==> config.mk <==
export PLATFORM = sky130hd
export DESIGN_NAME = tread_input_mapper
export DESIGN_NICKNAME = d
export VERILOG_FILES = /design/src/rtl/tread_input_mapper.sv
export SDC_FILE = /design/constraint.sdc
export NUM_CORES = 1
export LEC_CHECK = 0
export CAP_MARGIN = 40
export CORE_ASPECT_RATIO = 1.75
export CORE_UTILIZATION = 53
export DETAILED_ROUTE_END_ITERATION = 8
export HOLD_SLACK_MARGIN = 0.12
export PLACE_DENSITY = 0.89
export SETUP_SLACK_MARGIN = 0.5
export SYNTH_ARGS = -nofsm -noshare
export SYNTH_HDL_FRONTEND = slang
export SYNTH_SLANG_ARGS = --single-unit
==> constraint.sdc <==
create_clock -name clk_sys -period 4.6 [get_ports clk_sys]
set_input_delay 0.69 -clock clk_sys [delete_from_list [all_inputs] [get_ports clk_sys]]
set_output_delay 0.69 -clock clk_sys [all_outputs]
set_load 0.005 [all_outputs]
==> src/rtl/tread_input_mapper.sv <==
// rtl/tread_input_mapper.sv - joystick/PS2 merge, debounce and tread direction mapping per player
// Optional debounce stage is compiled in with TREAD_DEBOUNCE_EN.

module tread_input_mapper #(
    parameter int PLAYERS    = 2,
    parameter int DEB_CYCLES = 16,
    parameter int COIN_PULSE = 1024
) (
    input  logic                   clk_sys,
    input  logic                   Reset_n,
    input  logic [10:0]            ps2_key,
    input  logic [16*PLAYERS-1:0]  joy_i,
    output logic [2*PLAYERS-1:0]   fw_n,
    output logic [2*PLAYERS-1:0]   bk_n,
    output logic [PLAYERS-1:0]     fire,
    output logic [1:0]             start_n,
    output logic                   coin_n
);

    localparam int CW = $clog2(COIN_PULSE + 1);

    // key_q bit order: P0 R,L,D,U,fire; P1 R,L,D,U,fire; start1 x2; start2 x2; coin x3
    localparam int NKEYS = 17;

    function automatic logic [NKEYS-1:0] key_hit(input logic [8:0] code);
        logic [NKEYS-1:0] h;
        h     = '0;
        h[0]  = (code[7:0] == 8'h74);
        h[1]  = (code[7:0] == 8'h6B);
        h[2]  = (code[7:0] == 8'h72);
        h[3]  = (code[7:0] == 8'h75);
        h[4]  = (code == 9'h014);
        h[5]  = (code == 9'h034);
        h[6]  = (code == 9'h023);
        h[7]  = (code == 9'h02B);
        h[8]  = (code == 9'h02D);
        h[9]  = (code == 9'h01C);
        h[10] = (code == 9'h016);
        h[11] = (code == 9'h005);
        h[12] = (code == 9'h01E);
        h[13] = (code == 9'h006);
        h[14] = (code == 9'h02E);
        h[15] = (code == 9'h036);
        h[16] = (code == 9'h004);
        return h;
    endfunction

    // {U,D,L,R} -> {A fw, A bk, B fw, B bk}; anything ambiguous idles both treads
    function automatic logic [3:0] tread_decode(input logic [3:0] d);
        case (d)
            4'b1000: return 4'b1010;
            4'b1001: return 4'b1000;
            4'b0001: return 4'b1001;
            4'b0101: return 4'b0100;
            4'b0100: return 4'b0101;
            4'b0110: return 4'b0001;
            4'b0010: return 4'b0110;
            4'b1010: return 4'b0010;
            default: return 4'b0000;
        endcase
    endfunction

    logic             tgl_q;
    logic [NKEYS-1:0] key_q;
    logic             key_ev;
    logic [NKEYS-1:0] hit;

    assign key_ev = (ps2_key[10] != tgl_q);
    assign hit    = key_hit(ps2_key[8:0]);

    always_ff @(posedge clk_sys) begin
        tgl_q <= ps2_key[10];
        if (!Reset_n)
            key_q <= '0;
        else if (key_ev)
            key_q <= (key_q & ~hit) | (hit & {NKEYS{ps2_key[9]}});
    end

    logic [3:0]         raw_dir [PLAYERS];
    logic [PLAYERS-1:0] raw_fire;
    logic               raw_s1, raw_s2, raw_coin;
    logic               unused_joy;

    always_comb begin
        raw_s1     = key_q[10] | key_q[11];
        raw_s2     = key_q[12] | key_q[13];
        raw_coin   = key_q[14] | key_q[15] | key_q[16];
        unused_joy = 1'b0;
        for (int p = 0; p < PLAYERS; p++) begin
            raw_dir[p]  = joy_i[16*p +: 4];
            raw_fire[p] = joy_i[16*p+4];
            raw_s1      = raw_s1   | joy_i[16*p+5];
            raw_s2      = raw_s2   | joy_i[16*p+6];
            raw_coin    = raw_coin | joy_i[16*p+7];
            unused_joy  = unused_joy ^ (^joy_i[16*p+8 +: 8]);
            if (p == 0) begin
                raw_dir[p]  = raw_dir[p] | key_q[3:0];
                raw_fire[p] = raw_fire[p] | key_q[4];
            end
            if (p == 1) begin
                raw_dir[p]  = raw_dir[p] | key_q[8:5];
                raw_fire[p] = raw_fire[p] | key_q[9];
            end
        end
    end

    logic [3:0]         s_q   [PLAYERS];
    logic [3:0]         acc_q [PLAYERS];
    logic [PLAYERS-1:0] fire_q;
    logic               s1_q, s2_q, coin_q, coin_d;

    always_ff @(posedge clk_sys) begin
        if (!Reset_n) begin
            for (int p = 0; p < PLAYERS; p++) s_q[p] <= '0;
            fire_q <= '0;
            s1_q   <= 1'b0;
            s2_q   <= 1'b0;
            coin_q <= 1'b0;
            coin_d <= 1'b0;
        end else begin
            for (int p = 0; p < PLAYERS; p++) s_q[p] <= raw_dir[p];
            fire_q <= raw_fire;
            s1_q   <= raw_s1;
            s2_q   <= raw_s2;
            coin_q <= raw_coin;
            coin_d <= coin_q;
        end
    end

`ifdef TREAD_DEBOUNCE_EN
    localparam logic [7:0] DEB_LAST = 8'(DEB_CYCLES - 1);

    logic [3:0] c_q [PLAYERS];
    logic [7:0] n_q [PLAYERS];

    always_ff @(posedge clk_sys) begin
        for (int p = 0; p < PLAYERS; p++) begin
            if (!Reset_n) begin
                c_q[p]   <= '0;
                n_q[p]   <= '0;
                acc_q[p] <= '0;
            end else if (s_q[p] != c_q[p]) begin
                c_q[p] <= s_q[p];
                n_q[p] <= '0;
            end else if (n_q[p] == DEB_LAST) begin
                acc_q[p] <= c_q[p];
            end else begin
                n_q[p] <= n_q[p] + 8'd1;
            end
        end
    end
`else
    logic unused_deb;
    assign unused_deb = (DEB_CYCLES > 0);

    always_ff @(posedge clk_sys) begin
        for (int p = 0; p < PLAYERS; p++) begin
            if (!Reset_n)
                acc_q[p] <= '0;
            else
                acc_q[p] <= s_q[p];
        end
    end
`endif

    logic [3:0] tr [PLAYERS];

    always_comb begin
        for (int p = 0; p < PLAYERS; p++) tr[p] = tread_decode(acc_q[p]);
    end

    logic [CW-1:0] coin_cnt;

    always_ff @(posedge clk_sys) begin
        if (!Reset_n) begin
            fw_n     <= '1;
            bk_n     <= '1;
            fire     <= '0;
            start_n  <= 2'b11;
            coin_n   <= 1'b1;
            coin_cnt <= '0;
        end else begin
            for (int p = 0; p < PLAYERS; p++) begin
                fw_n[2*p]   <= ~tr[p][3];
                bk_n[2*p]   <= ~tr[p][2];
                fw_n[2*p+1] <= ~tr[p][1];
                bk_n[2*p+1] <= ~tr[p][0];
            end
            fire    <= fire_q;
            start_n <= {~s2_q, ~s1_q};
            // Rising edges are only looked at while the counter is idle
            if (coin_cnt != '0) begin
                coin_cnt <= coin_cnt - CW'(1);
                coin_n   <= (coin_cnt == CW'(1));
            end else if (coin_q && !coin_d) begin
                coin_cnt <= CW'(COIN_PULSE);
                coin_n   <= 1'b0;
            end
        end
    end

endmodule

### Word-level counts from Yosys, hierarchy flattened

Memories as Yosys holds them, arrays and structs flattened.
Index checks and enable logic that the tools add are counted.
Widths: inputs -> output; s select.

* register bits: 48
* RAM bits: 16
* bits in read-only memories: 128
* bits of input ports: 45
* output and inout bits: 13
* word-level logic and storage cells: 83
* memories kept: 4

Memory list
* (no name shown): depth 16, width 4, rd ports 1, clocked after memory_dff 0, wr ports 0, RTL line 50 `case (d)`
* (no name shown): depth 16, width 4, rd ports 1, clocked after memory_dff 0, wr ports 0, RTL line 50
* acc_q: depth 2, width 4, rd ports 2, clocked after memory_dff 0, wr ports 2, RTL line 108 `logic [3:0] acc_q [PLAYERS];`
* s_q: depth 2, width 4, rd ports 2, clocked after memory_dff 0, wr ports 2, RTL line 107 `logic [3:0] s_q [PLAYERS];`

* add/subtract/negate cells: 1
* equality and inequality tests: 19
* mux-type cells: 10
* bitwise gates (word level): 32
* reduce and logical (&&, ||, !) cells: 4

Operator list (number)
* $eq 9x6->1 const B: 6
* $eq 9x5->1 const B: 4
* $and 17x17->17: 2
* $eq 8x7->1 const B: 4
* $eq 9x3->1 const B: 3
* $mux 11: 2
* $not 17->17: 1
* $or 17x17->17: 1
* $mux 4: 4
* $or 1x1->1: 16
* $eq 11x1->1 const B: 1
* $reduce_bool 11->1: 1
* $sub 11x1->11 const B: 1
* $not 1->1: 10
* $or 4x4->4: 2
* $mux 1: 4
* $reduce_bool 2->1: 1
* $logic_and 1x1->1: 1
* $logic_not 1->1: 1
* $ne 1x1->1: 1

### Logic depth before layout (Yosys ltp)

Gate-level depths: netlist of run 1.

* word-level depth: 4
* gate-level depth with buffers: 6
* depth with buffers taken out: 6

### Least setup slack after synthesis of run 1

Ideal clock, no wire load.

* path kind: input port to flip-flop
* start point: input port ps2_key[10]
* end point: register (tool-made name)
* setup time: 132 ps
* arrival time: 1528 ps
* slack: 2940 ps
* stages on the path: 4
* path buffers: 0
* path through: xnor2_1 > nor4_1 > nand4b_1 > mux2i_1

RTL lines
* start: declaration: RTL line 11 `input logic [10:0] ps2_key,`

==> results of run 1 <==
[cells in the final DEF, fill, tap and decap left out, drive strengths merged, types with 3 or more instances in the layout]
| cell type | count |
|---|---|
| a21oi | 5 |
| and2 | 12 |
| and3 | 4 |
| clkbuf | 13 |
| clkdlybuf4s50 | 41 |
| dfxtp | 64 |
| ha | 3 |
| inv | 4 |
| mux2i | 18 |
| nand2 | 25 |
| nand2b | 5 |
| nand3 | 7 |
| nand4 | 11 |
| nor2 | 15 |
| nor2b | 6 |
| nor3 | 5 |
| nor3b | 6 |
| nor4 | 5 |
| o21a | 12 |
| o21ai | 10 |
| or3 | 5 |
[final cells by class]
| type | instances | area [um^2] |
|---|---|---|
| Clock buffer | 13 | 179 |
| Clock inverter | 2 | 60.1 |
| Fill cell | 323 | 1260 |
| Inverter | 4 | 15.0 |
| Multi-Input combinational cell | 175 | 1160 |
| Sequential cell | 64 | 1280 |
| Tap cell | 51 | 63.8 |
| Timing Repair Buffer | 42 | 418 |
[power groups by stage]
stage,Combinational [mW],Sequential (mW),Clock (mW)
floorplan,0.232,0.646,0
global placement,0.306,0.651,0
detailed placement,0.315,0.653,0
CTS,0.321,0.641,0.566
global route,0.358,0.648,0.595
finish,0.319,0.642,0.557
[critical path: stages]
cell and delay (ns):
clkdlybuf4s50_1 0.54, nor3b_1 0.63, nand2_1 0.17, o211ai_1 0.23
o31ai_1 0.10
[path summary, 6_finish.rpt]
check,from,endpoint,slack (ns),cells past startpoint
max,ps2_key[2],flop,2.44,5
min,s2_q,start_n[1],0.36,1
max reg2reg,coin_cnt[0],coin_cnt[4],2.68,6
min reg2reg,s2_q,start_n[1],0.36,1
[synthesized netlist by cell type, drive strengths merged, types with 6 or more instances]
library cell   n
nor3b          6
clkbuf         6
nand3          7
and2          12
nand2         25
dfxtp         64
nor2          15
o21ai         10
o21a          12
nand4         11
mux2i         18
nor2b          6
[through the flow]
stage | cell area [um^2] | hold WS (ns) | std cells | total power, mW
2_1_floorplan | 2490 | 0.343 | 250 | 0.878
3_3_place_gp | 2940 | 0.351 | 336 | 0.958
3_5_place_dp | 2940 | 0.352 | 336 | 0.968
4_1_cts | 3180 | 0.369 | 351 | 1.53
5_1_grt | 3180 | 0.379 | 351 | 1.60
6_report | 3180 | 0.364 | 351 | 1.52
[cells by family after synthesis]
group	after synthesis
simple gates	113
fa+ha+maj	3
mux	20
xor+xnor	4
compound gates	35
flops	64
buf+inv	11
[metal layers]
layer	vias to the layer above	global-route usage, %	share of wire, %
li1	979	-	-
met1	881	23.8	39
met2	52	36.5	55
met3	6	5.58	4.4
met4	0	12.9	1.5
met5	-	0	0
==> reports/metrics.yaml, run 1 <==
outcome: "finished clean"
coreArea_um2: 4440
synthDominantCellAreaShare_pct: 51.5
grt_usage_pct: 22.0
ant_nets: 0
drc_errors: 0
synth.cell_area_um2: 2490
place.gp.congestion: 0.865
die_h_um: 92.7
syn2layout_area_growth_pct: 27.8
htreeDepth: 3
final.min_clock_period_ns: 2.16
antennaDiodeCount: 0
synth.distinct_cells: 41
synth_edf_count: 0
ys_seq_area_share_pct: 51.5
synth_compound_area_share_pct: 9.70
synth_top_family_by_area: "simple AND/OR/NAND/NOR gates"
clkTransAtPathRegs_ns: 0.06
finalSetupViolations: 0
grt_pass1_vias: 1888
clk_path_buf_depth: 2
clock.fmax_mhz: 463
root_buffer: "clkbuf_8"
num_vias: 1918
syn_inst: 250
p_switching_mw: 0.393
post_cts_buffers: 0
yosysWarnings: 0
ys.flop_type: "dfxtp_1"
hp-class: "flop to flop"
start_util_pct: 56.0
irDropWorstVdd_mv: 0.416
hpwl_um: 3160
wl_per_cell_um: 13.1
min_period_over_period_pct: 47.0
synth_mux_area_share_pct: 8.14
avgSynthCellArea_um2: 9.95
synth_fa_ha_area_share_pct: 1.51
cts_made_buffers: 9
hold_buffers: 0
drive_gt1_share_pct: 8.33
first_pass_iters: 4
cellPowerDensity_nw_per_um2: 478
drt_wl_total_um: 4610
io_pins: 58
die_w_um: 53.8
combPwrFrac_pct: 21.0
io_buffer_count: 41
power_frac_clock_pct: 36.7
async_reset_ff_share_pct: 0
rows: 32
grt_pass1_wl_um: 7980
drv_cap: 0
critPathMaxFanout: 6
vias_per_cell: 5.46
critPathLaunchType: "input pin"
skew_ns: 0.00653
grt_max_degree: 57
crit_type: "input pin to flop"
internal-power_mw: 1.13
layout.nets: 344
clock_latency_ns: 0.33
crit_path_end_kind: "flop"
die_area_um2: 4980
worstPathArrival_ns: 2.35
syn_nets: 298
synth_simple_gate_area_share_pct: 25.9
slew_headroom_pct: 51.7
synth-seq-cells: 64
cts_resized: 0
switching_share_pct: 25.9
dp_slack_ns: 2.11
tns_ns: 0
cts_tree: "built"
p_leak_nw: 1.29
p_seq_share_pct: 42.3
worst_pin_slew_ns: 0.724
grt-ovfl-total: 0
synth-xor-area-share_pct: 1.41
synth_top_area_cell: "dfxtp_1"
slew_viol_final: 0
rsz0062_at_grt: "false"
utilization_pct: 71.5
antenna_found_initial: 0
hold_viol: 0
drt_iter0_drc: 57
synth.area.top_cells: "dfxtp_1 51%, mux2i_1 7.2%, nand2_1 3.8%, o21a_1 3.6%, and2_1 3.0%"
cts_sinks: 64
layout_setup_ws_ns: 2.44
required_ns: 4.79
Power figures use the tool's default switching activity.
==> run 2: changes to the inputs <==
--- a/config.mk
+++ b/config.mk
@@ -7,10 +7,10 @@
 export LEC_CHECK = 0
 export CAP_MARGIN = 40
 export CORE_ASPECT_RATIO = 1.75
-export CORE_UTILIZATION = 53
+export CORE_UTILIZATION = 49
 export DETAILED_ROUTE_END_ITERATION = 8
 export HOLD_SLACK_MARGIN = 0.12
-export PLACE_DENSITY = 0.89
+export PLACE_DENSITY = 0.84
 export SETUP_SLACK_MARGIN = 0.5
 export SYNTH_ARGS = -nofsm -noshare
 export SYNTH_HDL_FRONTEND = slang
==> constraint.sdc (replaced) <==
create_clock -name clk_sys -period 2 [get_ports clk_sys]
set_input_delay 0.3 -clock clk_sys [delete_from_list [all_inputs] [get_ports clk_sys]]
set_output_delay 0.3 -clock clk_sys [all_outputs]
set_load 0.005 [all_outputs]
==> run 2 against run 1 <==
Effect of this change:
- first-iteration DRC count increased by 14%
- power increased by 150%
- clock power increased by 90%
- sequential power increased by 140%
- sequential cell count unchanged
- core utilization decreased by 1.9 points
- largest power group unchanged
==> reports/metrics.yaml, run 2 (synthesis results as in run 1) <==
outcome: "finished clean"
min_period_over_period_pct: 78.2
rrSetupSlack_ns: 0.44
wl_per_cell_um: 14.1
final_cell_mix: "53 x dfxtp_1, 36 x clkdlybuf4s50_1, 25 x nand2_1, 18 x mux2i_1, 17 x buf_4"
grt_usage_pct: 19.8
worstPathArrival_ns: 1.83
use_met3_pct: 6.18
slowest_stage: "or3_4"
io_pins: 58
rows: 34
crit_path_frequent_cell: "or3_4"
gr-usage-met2_pct: 36.4
final.min_clock_period_ns: 1.56
die_h_um: 96.3
htreeDepth: 3
first_pass_iters: 4
final_common_cell: "dfxtp_1"
skew_ns: 0.00751
max_stage_delay_ns: 0.41
tns_ns: 0
rr_startpoint: "coin_cnt[0]"
antenna_found_initial: 0
reg2reg_depth: 4
layout.nets: 362
utilization_pct: 69.7
cellPowerDensity_nw_per_um2: 1090
syn2layout_area_growth_pct: 38.2
hold_viol: 0
grt_max_degree: 23
crit_type: "flop to flop"
hpwl_um: 3270
drt_wl_total_um: 5250
hold_start: "s1_q"
cts_made_buffers: 9
drv_cap: 0
drt_iter0_drc: 65
ant_nets: 0
irDropWorstVdd_mv: 1.06
place.gp.congestion: 0.850
grt-ovfl-total: 0
grt_pass1_vias: 1810
drc_errors: 0
cp_cell_sequence: "or3_4 > a211o_1 > or3_4 > a21oi_2"
cp.buffers_inverters: 0
die_area_um2: 5380
hp-class: "flop to flop"
clkTransAtPathRegs_ns: 0.07
p_leak_nw: 1.41
critPathLaunchType: "flop"
cts_sinks: 64
grt_use_met1_pct: 19.2
vias_per_cell: 5.49
r2r-end: "coin_cnt[7]"
cp_top_family: "simple AND/OR/NAND/NOR gates"
io_buffer_count: 41
clk_path_buf_depth: 2
finalSetupViolations: 0
crit_path_end_kind: "flop"
slew_viol_final: 0
num_vias: 2048
root_buffer: "clkbuf_8"
critPathMaxFanout: 5
required_ns: 2.27
start_util_pct: 50.4
whs_endpoint: "start_n[0]"
antennaDiodeCount: 0
die_w_um: 55.9
coreArea_um2: 4930
holdPathStages: 1
cts_tree: "built"
slew_headroom_pct: 66.7
clock_latency_ns: 0.34
busiest_layer: "met2"
grt_pass1_wl_um: 7960
rsz0062_at_grt: "true"
worst_pin_slew_ns: 0.496
clock.fmax_mhz: 639
drive_gt1_share_pct: 21.6
## run 2: cell count changes in the layout (fill, tap and decap cells not counted), sizes merged
cell / before / now
bufinv: 2 / 1
clkinvlp: 0 / 1
buf: 1 / 19
clkbuf: 13 / 11
dlymetal6s2s: 0 / 5
clkdlybuf4s50: 41 / 36
inv: 4 / 5
clkinv: 0 / 2
## run 2: area by class of cell
| cell class | instances | area (um^2) |
|---|---|---|
| Multi-Input combinational cell | 175 | 1280 |
| Clock buffer | 11 | 131 |
| Timing Repair Buffer | 60 | 573 |
| Clock inverter | 5 | 56.3 |
| Tap cell | 54 | 67.6 |
| Inverter | 4 | 17.5 |
| Sequential cell | 64 | 1310 |
| Fill cell | 375 | 1500 |
## run 2: per-layer routing
metal	vias up	share of wire [%]	wire (um)
met5	-	0	0
met2	62	55	2870
met4	0	2.3	123
met3	10	4.2	218
met1	963	39	2040
li1	1013	-	-
## run 2: report_power, final
part           switching (mW)  internal (mW)  leakage, nW
clock network           0.488          0.576       0.0937
logic                   0.506          0.639        0.790
registers               0.117           1.41        0.531
total                    1.11           2.62         1.41
## run 2: stage by stage
stage | instance area, um^2 | power (mW) | hold WS, ns | std cells | setup WS (ns)
floorplan | 2520 | 2.08 | 0.328 | 250 | 0.499
global placement | 3020 | 2.28 | 0.348 | 345 | 0.144
detailed placement | 3020 | 2.31 | 0.352 | 345 | 0.106
finish | 3440 | 3.73 | 0.368 | 373 | 0.435
CTS | 3290 | 3.52 | 0.369 | 368 | 0.471
global route | 3440 | 3.93 | 0.379 | 373 | 0.414
## run 2: how the worst max path moves through the flow
stage                      from           to  slack (ns)  cells after the start
global placement     ps2_key[4]         flop        0.14                      5
detailed placement   ps2_key[4]         flop        0.11                      5
finish              coin_cnt[0]  coin_cnt[7]        0.44                      4
floorplan           coin_cnt[0]  coin_cnt[7]        0.50                      4
global route        coin_cnt[0]  coin_cnt[7]        0.41                      6
CTS                 coin_cnt[0]  coin_cnt[7]        0.47                      6
## run 2: what timing repair did
action / in CTS / in global routing
hold buffers: 0 / 0
setup endpoints to repair: 11 / 19
setup buffers: 7 / 5
pin swaps: 6 / 8
gates resized for setup: 10 / 31
==> run 3: changes to the inputs <==
==> constraint.sdc (replaced) <==
create_clock -name clk_sys -period 1.61 [get_ports clk_sys]
set_input_delay 0.2415 -clock clk_sys [delete_from_list [all_inputs] [get_ports clk_sys]]
set_output_delay 0.2415 -clock clk_sys [all_outputs]
set_load 0.005 [all_outputs]
==> run 3 against run 2 <==
Effect of this change:
- wire length is 21% higher
- sequential share of layout area is 3.0 points lower
- final cell count is 5.6% higher
- die area stayed put
- cell area is 7.7% higher
- clock power is 18% higher
- power is 29% higher
- maximum frequency is 2.2% lower
- sequential cell count stayed put
- critical endpoint unchanged
- largest power group unchanged
- highest routed layer unchanged
==> reports/metrics.yaml, run 3 (synthesis results as in run 1) <==
io_pins: 58
vias_per_cell: 5.69
final.min_clock_period_ns: 1.60
grt_pass1_wl_um: 9560
required_ns: 1.88
clk_path_buf_depth: 2
gr-usage-met2_pct: 44.0
p_leak_nw: 1.54
crit_path_end_kind: "flop"
use_met3_pct: 4.44
drv_cap: 0
io_buffer_count: 41
start_util_pct: 50.4
grt_use_met1_pct: 24.4
die_w_um: 55.9
outcome: "finished clean"
hold_start: "ps2_key[10]"
coreArea_um2: 4930
layout_setup_ws_ns: 0.00964
hold_viol: 0
power_frac_clock_pct: 25.9
crit_type: "flop to flop"
busiest_layer: "met2"
antenna_found_initial: 0
p_seq_share_pct: 38.6
cts_made_buffers: 9
reg2reg_depth: 4
hpwl_um: 3520
rr_startpoint: "coin_cnt[0]"
grt_usage_pct: 23.1
dp_slack_ns: -0.134
die_area_um2: 5380
switching_share_pct: 30.8
die_h_um: 96.3
num_vias: 2240
finalPower_mw: 4.83
drt_wl_total_um: 6360
critPathLaunchType: "flop"
clock.fmax_mhz: 625
grt_pass1_vias: 2106
skew_ns: 0.00794
grt-ovfl-total: 0
final_cell_mix: "57 x dfxtp_1, 30 x buf_4, 25 x nand2_1, 19 x clkdlybuf4s50_1, 18 x mux2i_1"
slew_headroom_pct: 78.3
worstPathArrival_ns: 1.87
tns_ns: 0
grt_max_degree: 19
worst_pin_slew_ns: 0.321
holdPathStages: 1
htreeDepth: 3
hp-class: "input pin to flop"
cellPowerDensity_nw_per_um2: 1300
final_common_cell: "dfxtp_1"
min_period_over_period_pct: 99.4
finalSetupViolations: 0
internal-power_mw: 3.35
rows: 34
rsz0062_at_grt: "true"
combPwrFrac_pct: 35.5
hold_buffers: 0
wl_per_cell_um: 16.1
cts_tree: "built"
critPathMaxFanout: 4
cts_sinks: 64
whs_endpoint: "tgl_q"
first_pass_iters: 4
clkTransAtPathRegs_ns: 0.07
place.gp.congestion: 0.850
antennaDiodeCount: 0
clock_latency_ns: 0.33
drc_errors: 0
layout.nets: 383
root_buffer: "clkbuf_8"
ant_nets: 0
r2r-end: "coin_cnt[7]"
drive_gt1_share_pct: 32.4
syn2layout_area_growth_pct: 48.8
slew_viol_final: 0
p_switching_mw: 1.49
drt_iter0_drc: 48
irDropWorstVdd_mv: 1.25
rrSetupSlack_ns: 0.01
run 3: power by group through the flow:
stage,sequential (mW),combinational [mW],clock (mW)
detailed placement,1.88,1.13,0
finish,1.86,1.72,1.25
global placement,1.87,1.10,0
floorplan,1.87,0.744,0
CTS,1.84,1.47,1.27
global route,1.89,1.84,1.33
run 3: metal layers:
metal	share of wire, %	routed length (um)
met5	0	0
met2	55	3500
met1	38	2420
met4	3.3	212
met3	3.6	229
run 3: area by class of cell:
class,instances,area [um^2]
Inverter,4,17.5
Sequential cell,64,1300
Clock buffer,12,155
Multi-Input combinational cell,175,1410
Tap cell,54,67.6
Clock inverter,4,28.8
Timing Repair Buffer,81,729
Fill cell,304,1230
run 3: timing repair:
| action | in CTS | in global routing |
|---|---|---|
| resized for setup | 63 | 26 |
| cloned | 1 | 0 |
| endpoints found under the setup margin | 42 | 36 |
| pin swaps | 12 | 11 |
| hold endpoints to repair | 0 | 0 |
| buffers inserted | 11 | 4 |
run 3: worst max path at each step:
| stage | slack [ns] | endpoint | start | depth (start not counted) |
|---|---|---|---|---|
| final | 0.01 | coin_cnt[7] | coin_cnt[0] | 4 |
| after detailed placement | -0.13 | flop | ps2_key[10] | 5 |
| after global routing | -0.06 | coin_cnt[7] | coin_cnt[0] | 6 |
| after CTS | 0.03 | coin_cnt[7] | coin_cnt[0] | 6 |
| after global placement | -0.07 | flop | ps2_key[10] | 5 |
| after floorplan | 0.11 | coin_cnt[7] | coin_cnt[0] | 4 |
run 3: worst max-delay path, stage by stage (launching register included):
cell	delay [ns]
dfxtp_4	0.37
or3_4	0.37
a211o_1	0.32
or3_1	0.37
a21oi_2	0.11
run 3: through the flow:
| stage | utilization [%] | hold slack (ns) | cell area, um^2 | cells |
|---|---|---|---|---|
| 2_1_floorplan | - | 0.269 | 2600 | 250 |
| 3_3_place_gp | 65.7 | 0.345 | 3240 | 362 |
| 3_5_place_dp | 65.7 | 0.353 | 3240 | 362 |
| 4_1_cts | 74.0 | 0.256 | 3650 | 390 |
| 5_1_grt | 75.1 | 0.261 | 3700 | 394 |
| 6_report | 75.1 | 0.267 | 3700 | 394 |
